### src/rtl/k2_sequencer.sv
// K2 control sequencer: fetch/exec/update FSM with run, halt and single-step control.
// Latches each instruction word, decodes it into register enables and PC commands,
// and owns the architectural carry flag and the retired-instruction counter.
module k2_sequencer #(
    parameter int unsigned CNT_W = 16
) (
    input  logic             clk,
    input  logic             reset,
    input  logic [7:0]       instr_i,
    input  logic [7:0]       pc_i,
    input  logic             carry_i,
    input  logic             run_i,
    input  logic             halt_req_i,
    input  logic             step_req_i,
    output logic             step_ack_o,
    output logic             en_a_o,
    output logic             en_b_o,
    output logic             en_out_o,
    output logic             mux_sel_o,
    output logic             alu_sub_o,
    output logic             pc_inc_o,
    output logic             pc_load_o,
    output logic [2:0]       pc_target_o,
    output logic             carry_flag_o,
    output logic             halted_o,
    output logic [1:0]       state_o,
    output logic [CNT_W-1:0] instr_count_o
);

    localparam int unsigned IR_W  = 8;
    localparam int unsigned IMM_W = 3;

    localparam logic [1:0] DST_A   = 2'b11;
    localparam logic [1:0] DST_B   = 2'b10;
    localparam logic [1:0] DST_OUT = 2'b01;

    typedef enum logic [1:0] {
        ST_HALT   = 2'b00,
        ST_FETCH  = 2'b01,
        ST_EXEC   = 2'b10,
        ST_UPDATE = 2'b11
    } state_e;

    state_e             state_q, state_d;
    logic [IR_W-1:0]    ir_q, ir_d;
    logic               carry_q, carry_d;
    logic [CNT_W-1:0]   cnt_q, cnt_d;
    logic               step_mode_q, step_mode_d;
    logic               ack_q, ack_d;
    logic               run_block_q, run_block_d;

    // Instruction fields, always taken from the latched word.
    logic               ir_j;
    logic               ir_c;
    logic [1:0]         ir_dst;
    logic               ir_sreg;
    logic [IMM_W-1:0]   ir_imm;

    assign ir_j    = ir_q[7];
    assign ir_c    = ir_q[6];
    assign ir_dst  = ir_q[5:4];
    assign ir_sreg = ir_q[3];
    assign ir_imm  = ir_q[2:0];

    logic run_ok;
    logic self_loop;
    logic take;

    assign run_ok    = run_i && !halt_req_i && !run_block_q;
    assign self_loop = ir_j && (8'({5'b0, ir_imm}) == pc_i);
    assign take      = ir_j | (ir_c & carry_q);

    // State and architectural registers; synchronous reset discards any partial instruction.
    always_ff @(posedge clk) begin
        if (reset) begin
            state_q     <= ST_HALT;
            ir_q        <= '0;
            carry_q     <= 1'b0;
            cnt_q       <= '0;
            step_mode_q <= 1'b0;
            ack_q       <= 1'b0;
            run_block_q <= 1'b0;
        end else begin
            state_q     <= state_d;
            ir_q        <= ir_d;
            carry_q     <= carry_d;
            cnt_q       <= cnt_d;
            step_mode_q <= step_mode_d;
            ack_q       <= ack_d;
            run_block_q <= run_block_d;
        end
    end

    // Next-state logic: sequencing, carry capture, retirement, step handshake, self-loop lockout.
    always_comb begin
        state_d     = state_q;
        ir_d        = ir_q;
        carry_d     = carry_q;
        cnt_d       = cnt_q;
        step_mode_d = step_mode_q;
        ack_d       = ack_q;
        run_block_d = run_block_q;

        // A run lockout clears once run_i has been seen low; ack drops once the request is gone.
        if (!run_i) begin
            run_block_d = 1'b0;
        end
        if (!step_req_i) begin
            ack_d = 1'b0;
        end

        unique case (state_q)
            ST_HALT: begin
                // Step wins over a simultaneous run request.
                if (step_req_i && !ack_q) begin
                    state_d     = ST_FETCH;
                    step_mode_d = 1'b1;
                end else if (run_ok) begin
                    state_d     = ST_FETCH;
                    step_mode_d = 1'b0;
                end
            end
            ST_FETCH: begin
                ir_d    = instr_i;
                state_d = ST_EXEC;
            end
            ST_EXEC: begin
                // ALU writes to A or B update the flag; immediate loads and OUT do not.
                if (!ir_sreg && ir_dst[1]) begin
                    carry_d = carry_i;
                end
                state_d = ST_UPDATE;
            end
            ST_UPDATE: begin
                if (cnt_q != {CNT_W{1'b1}}) begin
                    cnt_d = cnt_q + CNT_W'(1);
                end
                if (self_loop) begin
                    run_block_d = 1'b1;
                end
                if (!step_mode_q && run_ok && !self_loop) begin
                    state_d = ST_FETCH;
                end else begin
                    state_d = ST_HALT;
                    if (step_mode_q) begin
                        ack_d = 1'b1;
                    end
                end
            end
            default: state_d = ST_HALT;
        endcase
    end

    // Output decode from registered state and IR; reset suppresses any strobe in its cycle.
    always_comb begin
        en_a_o    = 1'b0;
        en_b_o    = 1'b0;
        en_out_o  = 1'b0;
        pc_inc_o  = 1'b0;
        pc_load_o = 1'b0;

        if (!reset && state_q == ST_EXEC) begin
            en_a_o   = (ir_dst == DST_A);
            en_b_o   = (ir_dst == DST_B);
            en_out_o = (ir_dst == DST_OUT);
        end
        if (!reset && state_q == ST_UPDATE) begin
            pc_load_o = take;
            pc_inc_o  = !take;
        end

        mux_sel_o     = ir_sreg;
        alu_sub_o     = ir_imm[2];
        pc_target_o   = ir_imm;
        carry_flag_o  = carry_q;
        halted_o      = (state_q == ST_HALT);
        state_o       = state_q;
        step_ack_o    = ack_q;
        instr_count_o = cnt_q;
    end

endmodule

### config.mk
export PLATFORM = sky130hd
export DESIGN_NAME = k2_sequencer
export DESIGN_NICKNAME = d
export VERILOG_FILES = /design/src/rtl/k2_sequencer.sv
export SDC_FILE = /design/constraint.sdc
export NUM_CORES = 1
export LEC_CHECK = 0
export CAP_MARGIN = 20
export CORE_ASPECT_RATIO = 1.2
export CORE_UTILIZATION = 35
export CTS_BUF_LIST = sky130_fd_sc_hd__clkbuf_16
export DETAILED_ROUTE_END_ITERATION = 16
export PLACE_DENSITY = 0.62
export SYNTH_ARGS = -nofsm -noshare
export SYNTH_HDL_FRONTEND = slang
export SYNTH_SLANG_ARGS = --single-unit
### constraint.sdc
create_clock -name clk -period 3.23 [get_ports clk]
set_input_delay 0.646 -clock clk [delete_from_list [all_inputs] [get_ports clk]]
set_output_delay 0.646 -clock clk [all_outputs]
set_load 0.02 [all_outputs]
# After elaboration in Yosys (flattened, before gate mapping)
# Index checks and enable logic that the tools add are counted.
# totals
elab_cells,59
out_inout_bits,31
reg_bits,30
input_bits,22
# classes
n_mux,18
n_bitwise,2
n_eq_ne,9
n_addsub,1
reduce_logical,22
# op_table
operator,n
"adder 16 x 1 -> 16 bit, second input constant",1
"!= test 16 bit, second input constant",1
2-to-1 mux 1 bit,15
logical AND 1 bit,9
"== test 2 bit, second input constant",4
== test 3 x 8 -> 1 bit,1
logical NOT 1 bit,8
one-hot mux 2 bit (4 select lines),1
AND reduction 2 bit,3
"== test 2 x 1 -> 1 bit, second input constant",2
2-to-1 mux 2 bit,2
"!= test 3 x 1 -> 1 bit, second input constant",1
logical NOT 2 bit,1
nonzero test 2 bit,1
bitwise AND 1 bit,1
bitwise OR 1 bit,1

# Longest topological paths before layout
# Gate-level depths: netlist of the first run.
# depth
ltp_word,7
mapped_depth,6
ltp_nobuf,5

# Worst setup path after synthesis of the first run
# Ideal clock, no wire load.
# synth_path
path_kind,input port to output port
start,input reset
end,output en_out_o
required_ps,2584
path_stages,2
n_path_buf,1
setup_slack_ps,1030
arrival_time_ps,1554
path_cell_list,clkbuf_1 nor4bb_1
# synth_between
elab_chain_cells,3
# synth_lines
element,line_no,text
"start, declared",8,"input logic reset,"
logical NOT 1 bit,162,if (!reset && state_q == ST_EXEC) begin
logical AND 1 bit,162,
2-to-1 mux 1 bit,162,
"end, declared",18,"output logic en_out_o,"
# Every way passes these cells.

# Worst setup path in the final report of the first run
# layout_path
start,input reset
end,output en_a_o
# layout_between
elab_chain_cells,3
# layout_lines
element,line_no,text
logical NOT 1 bit,162,
logical AND 1 bit,162,
2-to-1 mux 1 bit,162,
"end, declared",16,"output logic en_a_o,"
# Every way passes these cells.

==> results.ini, run 1 <==
[grt]
grt-busiest-layer=met2
grt_pass1_wl_um=6410
grt_pass1_vias=1437
grt_use_total=0.174
met2_usage=0.324
met1_usage=0.185
antenna_found_initial=0
grt_start_max_net_pins=21
grtUsageMet3=0.0475
overflow=0

[synthesis]
yosys_warnings=0
post_synth_num_cell_types=42
synth_cells=171
synthArstFlopShare=0
synth_seq_area_share=0.391
syn_area_per_cell_um2=8.99
netlist_area_um2=1540
synth_flop_cell=dfxtp_1
synth_edf_count=0
synth_nets=198
yosys_register_bits=30

[drt]
viasPerCell=5.27
ant_nets=0
routed_wirelength_um=3770
drtIter0Drc=66
drt_pre_antenna_iters=4
wl_per_cell_um=13.4
vias=1482
drc=0

[pwr]
peakVddDrop_v=0.000331
seqPwrFrac=0.362
clkPwrFrac=0.345
combPwrFrac=0.293
p_int_w=0.000880
swShare=0.305
leakagePower_nw=0.815
p_sw_w=0.000386
p_per_area_nw_per_um2=565

[floorplan]
io_pins=53
core_area_um2=4230
die_y_um=74.6
row_count=26
die_w_um=62.5
die-area_um2=4660
initial_core_util=0.363

[placement]
dp_slack_ns=0.389
io_buffers=52
hpwl_um=2850
place_congestion=0.766

[critical_path]
r2r-start=state_o[1]$_SDFFE_PP0P_
crit_chain=clkdlybuf4s50_1 -> inv_1 -> and4_1 -> clkdlybuf4s50_1
cp_max_fo=8
critPathBufInv=3
r2r_cells=6
path_common_cell=clkdlybuf4s50_1
cp_slowest_cell=clkdlybuf4s50_1
arrival_ns=2.18
critPathKind=in2out
end_kind=primary output
cp-start-kind=input pin
worst-path-stages=4
crit_family=buffers and inverters
slowest_delay_ns=0.59
r2r_slack_ns=1.17
cp_data_required_time_ns=2.58
r2r_end=instr_count_o[15]$_SDFFE_PP0P_

[finish]
final_common_cell=clkdlybuf4s50_1
diodes=0
finalNetCount=251
areaGrowthSynthToFinish_pct=45.8
fill_cells=434
drive_above_1_share=0.0622
layout_common_cells=clkdlybuf4s50_1, dfxtp_1, nor2_1

[clock_network]
cts.sinks=30
postCtsSetupBuffers=0
cts_max_path_buffers=2
cts_buffers=5
insertion_delay_ns=0.28
clkTransAtPathRegs_ns=0.05
cts_max_level=2
cts_tree=built
cts_resized=0
cts_hold_buf=0
cts_root_buffer=clkbuf_16

[timing]
maxSlewViolCount=0
fin_crit_ns=2.82
tns_ns=0
rsz0062_at_grt=false
fmax_ghz=0.354
setup_viol=0
finClkSkew_ns=0.00502
setup_ws_ns=0.408
slew_headroom=0.670
hold_viol_final=0
fin_crit_sh=0.874
worst_pin_slew_ns=0.496

[hold_path]
whs_path_depth=2
hp-start=run_block_q$_SDFF_PP0_
holdPathEnd=run_block_q$_SDFF_PP0_
hold_path_class=reg2reg

[run]
drv_cap=0

[run_status]
status=finished, final reports clean

synthesized netlist by cell type, types with 4 or more instances:
library cell,n,share of area
mux2i_1,12,0.078
a21oi_1,11,0.036
ha_1,5,0.041
o21ai_0,8,0.026
nand4_1,5,0.020
dfxtp_1,30,0.39
nor2_1,17,0.042
nand2_1,9,0.022
inv_1,5,0.012
or4_1,5,0.024
nand3_1,6,0.020
or3_1,5,0.020
clkbuf_1,4,0.0098
through the flow:
stage	hold slack (ns)	total power, W	util	cells	instance area (µm²)
floorplan	0.451	0.000697	-	171	1540
global placement	0.478	0.000831	0.497	273	2100
detailed placement	0.492	0.000838	0.497	273	2100
CTS	0.501	0.00128	0.530	281	2240
global route	0.507	0.00133	0.530	281	2240
finish	0.494	0.00127	0.530	281	2240
kinds of logic (layout without fill, tap and decap cells):
kind of cell,after synthesis,after routing,share of synthesized area
and+or+nand+nor,72,72,0.283
AOI/OAI and AO/OA,33,33,0.135
DFF,30,30,0.391
buffers and inverters,14,68,0.0423
muxes,13,13,0.0855
adders and majority gates,5,5,0.0407
xor gates and xnor gates,4,4,0.0228
power by group through the flow:
stage	Clock (W)	Sequential, W	Combinational (W)
floorplan	0	0.000479	0.000218
global placement	0	0.000462	0.000368
detailed placement	0	0.000464	0.000374
CTS	0.000449	0.000458	0.000375
global route	0.000464	0.000465	0.000404
finish	0.000437	0.000458	0.000370
registers in the layout (all words and copies together) (netlist names):
| register | flops |
|---|---|
| ir_q | 8 |
| instr_count_o | 16 |
| step_mode_q | 1 |
| run_block_q | 1 |
| step_ack_o | 1 |
| state_o | 2 |
| carry_flag_o | 1 |
worst reg2reg max path, delay by kind of cell, from the launching register on:
kind,cells,cell delay [ns]
AO/OA/AOI/OAI,1,0.15
adder cells (fa/ha/maj),1,0.23
buffers and inverters,1,0.19
flip-flops,1,0.42
AND/OR/NAND/NOR,3,1.00
cell type report:
type	instances	area (µm²)	area share
Clock buffer	5	125	0.0558
Clock inverter	3	12.5	0.00558
Inverter	5	18.8	0.00838
Multi-Input combinational cell	127	871	0.389
Sequential cell	30	601	0.268
Tap cell	56	70.1	0.0313
Timing Repair Buffer	55	543	0.242
per-layer routing:
metal  up-vias  routed length [µm]  part of all wire
li1        739                   -                 -
met1       685                1610              0.43
met2        52                1900              0.50
met3         6                 204             0.054
met4         0                  57             0.015
met5         -                   0                 0
worst max-delay path by stage:
stage	startpoint	endpoint
floorplan	reset	en_out_o
CTS	reset	en_a_o
global route	reset	pc_load_o
detailed placement	reset	en_a_o
global placement	reset	en_a_o
finish	reset	en_a_o
No activity file was read; power rests on OpenSTA's default activity.
==> run 2, diff against run 1 <==
--- a/config.mk
+++ b/config.mk
@@ -7,6 +7,7 @@
 export LEC_CHECK = 0
 export CAP_MARGIN = 20
 export CORE_ASPECT_RATIO = 1.2
+export CORE_MARGIN = 3
 export CORE_UTILIZATION = 35
 export CTS_BUF_LIST = sky130_fd_sc_hd__clkbuf_16
 export DETAILED_ROUTE_END_ITERATION = 16
==> results.ini, run 2 (synthesis results as in run 1) <==
[timing]
rsz0062_at_grt=false
setup_viol=0
tns_ns=0
fin_crit_sh=0.884
hold_viol_final=0
maxSlewViolCount=0
fmax_ghz=0.350
slew_headroom=0.657
fin_crit_ns=2.85
setup_ws_ns=0.376
worst_pin_slew_ns=0.510
finClkSkew_ns=0.00373

[floorplan]
die_w_um=66.5
die_y_um=78.6
row_count=25
initial_core_util=0.375
die-area_um2=5220
io_pins=53
core_area_um2=4100

[grt]
met1_usage=0.187
grt-busiest-layer=met2
overflow=0
met2_usage=0.301
grt_use_total=0.174
grtUsageMet3=0.0644
antenna_found_initial=0
grt_pass1_vias=1539
grt_start_max_net_pins=29
grt_pass1_wl_um=7020

[pwr]
swShare=0.306
p_int_w=0.000879
combPwrFrac=0.294
seqPwrFrac=0.363
peakVddDrop_v=0.000278
p_per_area_nw_per_um2=568
p_sw_w=0.000388
leakagePower_nw=0.810
clkPwrFrac=0.343
p_total_w=0.00127

[placement]
hpwl_um=3080
placed_cell_area_um2=2090
io_buffers=52
place_congestion=0.794
dp_slack_ns=0.388

[critical_path]
cp_max_fo=8
path_common_cell=clkdlybuf4s50_1
crit_chain=clkdlybuf4s50_1 -> inv_1 -> and4_1 -> clkdlybuf4s50_1
critPathBufInv=3
r2r_end=instr_count_o[15]$_SDFFE_PP0P_
cp_slowest_cell=clkdlybuf4s50_1
r2r-start=state_o[1]$_SDFFE_PP0P_
cp_data_required_time_ns=2.58
worst-path-stages=4
slowest_delay_ns=0.61
r2r_slack_ns=1.14
arrival_ns=2.21
critPathKind=in2out
cp-start-kind=input pin
r2r_cells=6
crit_family=buffers and inverters
end_kind=primary output

[drt]
drc=0
routed_wirelength_um=4090
vias=1528
drtIter0Drc=107
ant_nets=0
wl_per_cell_um=14.7
viasPerCell=5.50
drt_pre_antenna_iters=4

[clock_network]
cts.sinks=30
cts_resized=0
clkTransAtPathRegs_ns=0.05
cts_max_level=2
cts_hold_buf=0
insertion_delay_ns=0.27
cts_max_path_buffers=2
postCtsSetupBuffers=0
cts_buffers=5
cts_root_buffer=clkbuf_16
cts_tree=built

[finish]
diodes=0
areaGrowthSynthToFinish_pct=45.2
final_common_cell=clkdlybuf4s50_1
final_area_um2=2230
finalNetCount=250
drive_above_1_share=0.0580
largest_reg_flops=16
final_core_util=0.544
layout_common_cells=clkdlybuf4s50_1, dfxtp_1, nor2_1

[hold_path]
whs_path_depth=2
hold_path_class=reg2reg
holdPathEnd=run_block_q$_SDFF_PP0_
hp-start=run_block_q$_SDFF_PP0_

[run]
drv_cap=0

[run_status]
status=finished, final reports clean

## run 2: how the worst max path moves through the flow
stage | start | to | slack, ns
3_3_place_gp | reset | en_a_o | 0.40
3_5_place_dp | reset | en_a_o | 0.39
6_report | reset | en_a_o | 0.38
2_1_floorplan | reset | en_out_o | 1.03
5_1_grt | reset | en_a_o | 0.29
4_1_cts | reset | en_a_o | 0.37
## run 2: through the flow
stage | hold WS [ns] | cells
4_1_cts | 0.483 | 278
2_1_floorplan | 0.451 | 171
5_1_grt | 0.513 | 278
3_3_place_gp | 0.471 | 270
3_5_place_dp | 0.473 | 270
6_report | 0.481 | 278
## run 2: power groups by stage
stage | registers (W) | clock network (W) | logic [W]
2_1_floorplan | 0.000479 | 0 | 0.000218
3_3_place_gp | 0.000464 | 0 | 0.000368
3_5_place_dp | 0.000465 | 0 | 0.000378
4_1_cts | 0.000459 | 0.000446 | 0.000380
5_1_grt | 0.000467 | 0.000469 | 0.000408
6_report | 0.000460 | 0.000434 | 0.000373
## run 2: per-layer routing
metal  vias to the layer above  share of wire
li1                        736              -
met1                       733           0.40
met2                        50           0.51
met3                         9          0.071
met4                         0          0.019
met5                         -              0
## run 2: area by class of cell
cell class              instances  area (µm²)
clock buffers                   5         125
inverters                       5        18.8
multi-input cells             127         871
well taps                      54        67.6
flip-flops and latches         30         601
repair buffers                 54         536
fillers                       412        1870
clock inverters                 3        12.5
## run 2: tightest hold or removal path: cells and delay by family, from the launching register on
| kind | cells | cell delay (ns) |
|---|---|---|
| flip-flops | 1 | 0.30 |
| AO/OA/AOI/OAI | 1 | 0.07 |
| AND/OR/NAND/NOR | 1 | 0.06 |
